## config.mk

```make
export PLATFORM = sky130hd
export DESIGN_NAME = fetch_ctrl
export DESIGN_NICKNAME = d
export VERILOG_FILES = /design/src/rtl/fetch_ctrl_pkg.sv /design/src/rtl/fetch_redirect_mux.sv /design/src/rtl/fetch_ctrl.sv
export SDC_FILE = /design/constraint.sdc
export NUM_CORES = 1
export LEC_CHECK = 0
export CAP_MARGIN = 10
export CORE_ASPECT_RATIO = 0.8
export CORE_UTILIZATION = 50
export CTS_BUF_LIST = sky130_fd_sc_hd__clkbuf_4
export DETAILED_ROUTE_END_ITERATION = 8
export PLACE_DENSITY = 0.85
export SLEW_MARGIN = 40
export SYNTH_ARGS = -nofsm -noshare
export SYNTH_HDL_FRONTEND = slang
export SYNTH_HIERARCHICAL = 1
export SYNTH_SLANG_ARGS = --single-unit
```

## constraint.sdc

```tcl
create_clock -name clk -period 3.5 [get_ports clk]
set_input_delay 1.05 -clock clk [delete_from_list [all_inputs] [get_ports clk]]
set_output_delay 1.05 -clock clk [all_outputs]
set_load 0.01 [all_outputs]
```

## src/rtl/fetch_ctrl_pkg.sv

```systemverilog
// Shared types for the fetch stage: bus word types and the fetch FSM encoding.
package fetch_ctrl_pkg;
  typedef logic [63:0] u64;
  typedef logic [31:0] u32;

  typedef enum logic [1:0] {
    IDLE    = 2'd0,
    REQ     = 2'd1,
    DISCARD = 2'd2,
    VALID   = 2'd3
  } fetch_state_t;

  localparam u64 PC_STEP = 64'd4;

  // Sequential next PC; wraps modulo 2^64 by plain truncation.
  function automatic u64 next_seq_pc(input u64 pc);
    return pc + PC_STEP;
  endfunction
endpackage

```

## src/rtl/fetch_redirect_mux.sv

```systemverilog
// Redirect source arbiter: writeback beats execute. Purely combinational so
// further sources can be chained in front of it later.
module fetch_redirect_mux
  import fetch_ctrl_pkg::*;
(
  input  logic w_valid,
  input  u64   w_pc,
  input  logic e_valid,
  input  u64   e_pc,
  output logic redir,
  output u64   tgt
);
  // Priority pick; targets pass through untouched (no alignment masking).
  always_comb begin
    redir = w_valid | e_valid;
    tgt   = w_valid ? w_pc : e_pc;
  end
endmodule

```

## src/rtl/fetch_ctrl.sv

```systemverilog
// Fetch sequencer: owns the fetch PC, issues one bus request at a time and
// hands one instruction at a time to decode. Redirects arriving while a bus
// transaction is in flight are parked in 'pending' until the response lands,
// so the bus never sees the address move mid-transaction.
module fetch_ctrl
  import fetch_ctrl_pkg::*;
#(
  parameter logic [63:0] RESET_PC = 64'h0000_0000_8000_0000
) (
  input  logic        clk,
  input  logic        reset,
  input  logic        redir_w_valid,
  input  logic [63:0] redir_w_pc,
  input  logic        redir_e_valid,
  input  logic [63:0] redir_e_pc,
  input  logic        stall,
  output logic        ireq_valid,
  output logic [63:0] ireq_addr,
  input  logic        iresp_ok,
  input  logic [31:0] iresp_data,
  output logic        out_valid,
  output logic [63:0] out_pc,
  output logic [31:0] out_instr
);
  fetch_state_t state, state_nxt;
  u64   pc, pc_nxt;
  u64   pending, pending_nxt;
  logic capture;
  logic redir;
  u64   tgt;

  fetch_redirect_mux u_redir (
    .w_valid (redir_w_valid),
    .w_pc    (redir_w_pc),
    .e_valid (redir_e_valid),
    .e_pc    (redir_e_pc),
    .redir   (redir),
    .tgt     (tgt)
  );

  // State register.
  always_ff @(posedge clk) begin
    if (reset) state <= IDLE;
    else       state <= state_nxt;
  end

  // Next state, next PC / pending target, and instruction capture strobe.
  always_comb begin
    state_nxt   = state;
    pc_nxt      = pc;
    pending_nxt = pending;
    capture     = 1'b0;
    unique case (state)
      IDLE: begin
        state_nxt = REQ;
        if (redir) pc_nxt = tgt;
      end
      REQ: begin
        if (iresp_ok && !redir) begin
          capture   = 1'b1;
          state_nxt = VALID;
        end else if (iresp_ok) begin
          pc_nxt = tgt;  // response dropped, reissue to target next cycle
        end else if (redir) begin
          pending_nxt = tgt;
          state_nxt   = DISCARD;
        end
      end
      DISCARD: begin
        if (iresp_ok) begin
          pc_nxt    = redir ? tgt : pending;
          state_nxt = REQ;
        end else if (redir) begin
          pending_nxt = tgt;  // latest redirect wins
        end
      end
      VALID: begin
        if (redir) begin
          pc_nxt    = tgt;
          state_nxt = REQ;
        end else if (!stall) begin
          pc_nxt    = next_seq_pc(pc);
          state_nxt = REQ;
        end
      end
      default: state_nxt = IDLE;
    endcase
  end

  // Datapath registers: PC, parked redirect target, delivered instruction.
  always_ff @(posedge clk) begin
    if (reset) begin
      pc        <= RESET_PC;
      pending   <= '0;
      out_pc    <= '0;
      out_instr <= '0;
    end else begin
      pc      <= pc_nxt;
      pending <= pending_nxt;
      if (capture) begin
        out_pc    <= pc;
        out_instr <= iresp_data;
      end
    end
  end

  // Outputs decode from registered state only; address is the held PC.
  assign ireq_valid = (state == REQ) || (state == DISCARD);
  assign ireq_addr  = pc;
  assign out_valid  = (state == VALID);
endmodule

```

==> results.sh, run 1 <==
export IMPL_tightest_slew_ns=0.775
export IMPL_ys_ff_latch=226
export IMPL_grt_pass1_vias=11500
export IMPL_drive_above_1_share=0.124
export IMPL_die_area_sq_mm=0.0235
export IMPL_num_rows=49
export IMPL_critPathRequiredTime_ns=2.45
export IMPL_ys_flop_type="dfxtp_1"
export IMPL_p_total_mw=6.33
export IMPL_track_usage=0.340
export IMPL_finalSetupViolations=0
export IMPL_synthToLayoutAreaGrowth_pct=38.1
export IMPL_clk_pin_slew_ns=0.06
export IMPL_synth_edf_count=0
export IMPL_netlist_area_sq_mm=0.0114
export IMPL_status="completed"
export IMPL_syn_avg_cell_area_sq_um=7.90
export IMPL_met2WireLength_um=18100
export IMPL_drv_cap=0
export IMPL_drt_first_pass_iters=6
export IMPL_ctsHoldBuffers=0
export IMPL_highest_layer="met4"
export IMPL_async_flop_share=0
export IMPL_post_cts_resized=0
export IMPL_antenna_found_initial=2
export IMPL_place_gp_congestion=0.963
export IMPL_final_seq_area_sq_mm=0.00452
export IMPL_ant_nets=0
export IMPL_ys_top_cells_by_area="dfxtp_1, nand2_1, a21oi_1"
export IMPL_chipHeight_um=137
export IMPL_slew_headroom=0.483
export IMPL_max_vdd_ir_drop_mv=0.205
export IMPL_nFillCells=1793
export IMPL_skew_ns=0.0494
export IMPL_tns_ns=0
export IMPL_drc=0
export IMPL_drv_slew=0
export IMPL_yosys_area_top_type="dfxtp_1"
export IMPL_io_pins=328
export IMPL_cts_setup_buffers=0
export IMPL_syn_inst=1449
export IMPL_drt_initial_drc_count=1538
export IMPL_finalCritPeriodShare=0.928
export IMPL_initial_core_util=0.510
export IMPL_htree_levels=2
export IMPL_vias=12700
export IMPL_nets=1939
export IMPL_cts_root_buffer="clkbuf_4"
export IMPL_dp_cells=2015
export IMPL_routed_wl_um=41100
export IMPL_hold_class="flop to flop"
export IMPL_met1_length_um=17000
export IMPL_die_w_um=171
export IMPL_ys_top_cells_by_count="nand2_1, dfxtp_1, a21oi_1"
export IMPL_core_area_sq_mm=0.0224
export IMPL_p_leak_nw=5.57
export IMPL_worst_ep_arrival_time_ns=2.20
export IMPL_yosysWarnings=6
export IMPL_hold_viol=0
export IMPL_grt_first_pass_wirelength_um=62700
export IMPL_yosysMostFrequentCell="nand2_1"
export IMPL_grt_max_degree=172
export IMPL_io_buffers=327
export IMPL_rsz0062_at_grt="no"
export IMPL_cts_tree="done"
export IMPL_wire_per_inst_um=19.6
export IMPL_p_per_area_mw_per_mm2=400
export IMPL_critPathKind="flop to output pin"
export IMPL_vias_per_cell=6.02
export IMPL_clk_path_buf_depth=3
export IMPL_hpwl_um=29400
export IMPL_fin_crit_ns=3.25
export IMPL_end_kind="output pin"
export IMPL_clock_sinks=226
export IMPL_wl_met3_um=5020
export IMPL_ys_types=66
export IMPL_syn_nets=1620
export IMPL_path_max_fanout=9
export IMPL_multi_input_area_sq_mm=0.00640
export IMPL_start_kind="flop"
export IMPL_final_cells=2103
export IMPL_cts_made_buffers=57
export IMPL_fmax_mhz=308
export IMPL_grt_overflow=0
export IMPL_clk_latency_ns=0.71
export IMPL_synth_top_area_frac=0.395
export IMPL_synth_yosys_seq_area_share=0.395
[kinds of logic (layout without fill, tap and decap cells)]
kind of cell    after synthesis  in the layout  share of synthesized area
compound gates              407            407                      0.223
fa+ha+maj                     5              5                    0.00547
mux                          71             71                     0.0855
xor+xnor                      1              1                   0.000765
buf+inv                     134            481                     0.0484
flops                       226            226                      0.395
other cells                   0              1                          0
simple gates                605            605                      0.241
[layer usage]
layer | GRT usage | vias to the layer above
met5 | 0 | -
met4 | 0.101 | 0
met3 | 0.0951 | 96
met2 | 0.508 | 803
met1 | 0.474 | 5857
li1 | - | 5894
[final cells by class]
cell class,instances,share of cell area
multi-input cells,1089,0.405
flip-flops and latches,226,0.286
repair buffers,382,0.242
clock buffers,80,0.0380
well taps,306,0.0242
inverters,12,0.00285
clock inverters,7,0.00174
diodes,1,0.000158
[per-stage QoR]
step	instance area, sq um	util	hold WS, ns	worst slack (ns)
final	15800	0.705	0.451	0.253
after floorplan	11400	-	0.436	0.312
after detailed placement	15200	0.676	0.445	0.217
after global placement	15200	0.676	0.441	0.279
after CTS	15800	0.704	0.454	0.254
after global routing	15800	0.705	0.468	0.182
[state kept, by name (all words and copies together) (netlist names)]
register and count:
state 2, pending 64, ireq_addr 64, out_instr 32
out_pc 64
[cell usage in the layout (no fill, tap or decap), types with 10 or more instances in the layout]
cell type          n
nand2_1          364
clkdlybuf4s50_1  325
dfxtp_1          226
a21oi_1          185
clkbuf_4          80
o21ai_0           51
mux2_4            49
buf_4             45
nor2_1            44
nand3_1           34
nand4_1           32
nor3_1            29
a22oi_1           25
nor4_1            24
o211ai_1          23
a31oi_1           20
a22o_1            20
mux2_2            18
a221o_1           16
and3_1            13
inv_1             12
or4_1             11
buf_12            11
a211oi_1          10
[report_power, final]
part / total, mW / internal (mW) / switching (mW)
sequential: 2.95 / 2.72 / 0.225
clock: 2.07 / 1.03 / 1.04
combinational: 1.31 / 0.676 / 0.634
total: 6.33 / 4.42 / 1.90
[critical path: stages, from the launching register on]
cell and delay (ns):
dfxtp_1 0.41, ha_1 0.45, clkdlybuf4s50_1 0.66
[worst paths after layout]
| path | from | to | slack (ns) | cells past startpoint |
|---|---|---|---|---|
| setup / recovery | state[1]$_SDFFE_PP0P_ | out_valid | 0.25 | 2 |
| hold / removal | out_pc[40]$_SDFFE_PP0P_ | out_pc[40]$_SDFFE_PP0P_ | 0.45 | 2 |
| setup reg to reg | ireq_addr[13]$_SDFFE_PP0P_ | ireq_addr[40]$_SDFFE_PP0P_ | 0.74 | 5 |
| hold reg to reg | out_pc[40]$_SDFFE_PP0P_ | out_pc[40]$_SDFFE_PP0P_ | 0.45 | 2 |
(Power assumes the default switching activity.)
==> run 2, diff against run 1 <==
Settings changed: CORE_MARGIN from default to 2.
==> results.sh, run 2 (synthesis results as in run 1) <==
export IMPL_dp_cells=2029
export IMPL_p_sw_frac=0.308
export IMPL_p_per_area_mw_per_mm2=403
export IMPL_drt_initial_drc_count=1480
export IMPL_r2r_start="ireq_addr[48]$_SDFFE_PP0P_"
export IMPL_track_usage=0.347
export IMPL_finalSetupViolations=0
export IMPL_p_int_mw=4.43
export IMPL_path_max_fanout=9
export IMPL_layout_common_cells="nand2_1, clkdlybuf4s50_1, dfxtp_1"
export IMPL_cts_root_buffer="clkbuf_4"
export IMPL_clk_path_buf_depth=3
export IMPL_final_cells=2121
export IMPL_p_sw_mw=1.98
export IMPL_drive_above_1_share=0.130
export IMPL_drt_first_pass_iters=9
export IMPL_nets=1952
export IMPL_status="complete, but fails checks"
export IMPL_grt_pass1_vias=12300
export IMPL_chipHeight_um=139
export IMPL_drv_cap=0
export IMPL_antenna_found_initial=1
export IMPL_grt_overflow=0
export IMPL_cts_tree="done"
export IMPL_synthToLayoutAreaGrowth_pct=39.0
export IMPL_p_total_mw=6.41
export IMPL_num_rows=49
export IMPL_tns_ns=0
export IMPL_core_area_sq_mm=0.0225
export IMPL_die_area_sq_mm=0.0241
export IMPL_tightest_slew_ns=0.798
export IMPL_die_w_um=173
export IMPL_post_cts_resized=0
export IMPL_p_leak_nw=5.63
export IMPL_clock_sinks=226
export IMPL_slew_headroom=0.463
export IMPL_drv_slew=0
export IMPL_reg2reg_depth=5
export IMPL_worst_ep_arrival_time_ns=2.20
export IMPL_grt_max_degree=97
export IMPL_regToRegSetupSlack_ns=0.66
export IMPL_cts_made_buffers=56
export IMPL_fin_util=0.707
export IMPL_fin_crit_ns=3.25
export IMPL_cp_endpoint="out_valid"
export IMPL_io_buffers=327
export IMPL_ant_nets=0
export IMPL_grt_first_pass_wirelength_um=67400
export IMPL_start_kind="flop"
export IMPL_critPathRequiredTime_ns=2.45
export IMPL_violations="DRC"
export IMPL_p_comb_frac=0.214
export IMPL_place_gp_congestion=0.995
export IMPL_cts_setup_buffers=0
export IMPL_vias=13100
export IMPL_routed_wl_um=43700
export IMPL_vias_per_cell=6.17
export IMPL_clk_latency_ns=0.71
export IMPL_hpwl_um=31600
export IMPL_hold_viol=0
export IMPL_clk_pin_slew_ns=0.07
export IMPL_hold_ws_ns=0.453
export IMPL_skew_ns=0.0706
export IMPL_htree_levels=2
export IMPL_fmax_mhz=308
export IMPL_reg2reg_to="ireq_addr[49]$_SDFFE_PP0P_"
export IMPL_finalCritPeriodShare=0.928
export IMPL_max_vdd_ir_drop_mv=0.218
export IMPL_ctsHoldBuffers=0
export IMPL_drc=4
export IMPL_critPathKind="flop to output pin"
export IMPL_end_kind="output pin"
export IMPL_io_pins=328
export IMPL_seqPwrFrac=0.457
export IMPL_rsz0062_at_grt="no"
export IMPL_pwr_share_clk=0.330
export IMPL_crit_path_start="state[0]$_SDFFE_PP0P_"
export IMPL_initial_core_util=0.509
export IMPL_layout_commonest_cell="nand2_1"
export IMPL_wire_per_inst_um=20.6
export IMPL_hold_class="flop to flop"
-- run 2: changes by cell type in the layout (fill, tap and decap cells not counted), sizes merged --
cell	before	now
buf	57	71
diode	1	2
clkinv	6	9
inv	13	14
clkbuf	80	79
-- run 2: worst min-delay path by stage --
stage / from / to / slack, ns / depth (start not counted)
after floorplan: pending[10]$_SDFFE_PP0P_ / pending[10]$_SDFFE_PP0P_ / 0.44 / 2
after global placement: out_pc[43]$_SDFFE_PP0P_ / out_pc[43]$_SDFFE_PP0P_ / 0.44 / 2
after detailed placement: out_instr[3]$_SDFFE_PP0P_ / out_instr[3]$_SDFFE_PP0P_ / 0.45 / 2
after CTS: out_instr[3]$_SDFFE_PP0P_ / out_instr[3]$_SDFFE_PP0P_ / 0.45 / 2
after global routing: pending[4]$_SDFFE_PP0P_ / pending[4]$_SDFFE_PP0P_ / 0.47 / 2
final: out_instr[3]$_SDFFE_PP0P_ / out_instr[3]$_SDFFE_PP0P_ / 0.45 / 2
-- run 2: stage by stage --
step           setup WS (ns)  instance area, sq um
6_report               0.253                 15900
5_1_grt                0.236                 15900
4_1_cts                0.257                 15900
3_5_place_dp          0.0818                 15300
3_3_place_gp           0.223                 15300
2_1_floorplan          0.312                 11400
-- run 2: power groups by stage --
| stage | Clock [mW] | Combinational (mW) | Sequential (mW) |
|---|---|---|---|
| 2_1_floorplan | 0 | 0.621 | 2.95 |
| 3_3_place_gp | 0 | 1.31 | 2.97 |
| 3_5_place_dp | 0 | 1.33 | 2.97 |
| 4_1_cts | 2.12 | 1.34 | 2.91 |
| 5_1_grt | 2.24 | 1.45 | 2.94 |
| 6_report | 2.11 | 1.37 | 2.93 |
-- run 2: area by class of cell --
class | instances | area (sq um)
Sequential cell | 226 | 4520
Multi-Input combinational cell | 1089 | 6410
Tap cell | 306 | 383
Clock inverter | 11 | 42.5
Antenna cell | 2 | 5.00
Clock buffer | 79 | 593
Timing Repair Buffer | 396 | 3900
Fill cell | 1806 | 6600
Inverter | 12 | 45.0
-- run 2: worst max-delay path, cell delays in order (launching register included) --
cell             delay [ns]
dfxtp_1                0.40
ha_1                   0.49
clkdlybuf4s50_1        0.66
-- run 2: layer usage --
layer	up-vias	wire length (um)	global-route usage
li1	5907	-	-
met1	6100	17800	0.474
met2	936	19100	0.532
met3	139	5510	0.0932
met4	0	1300	0.116
met5	-	0	0
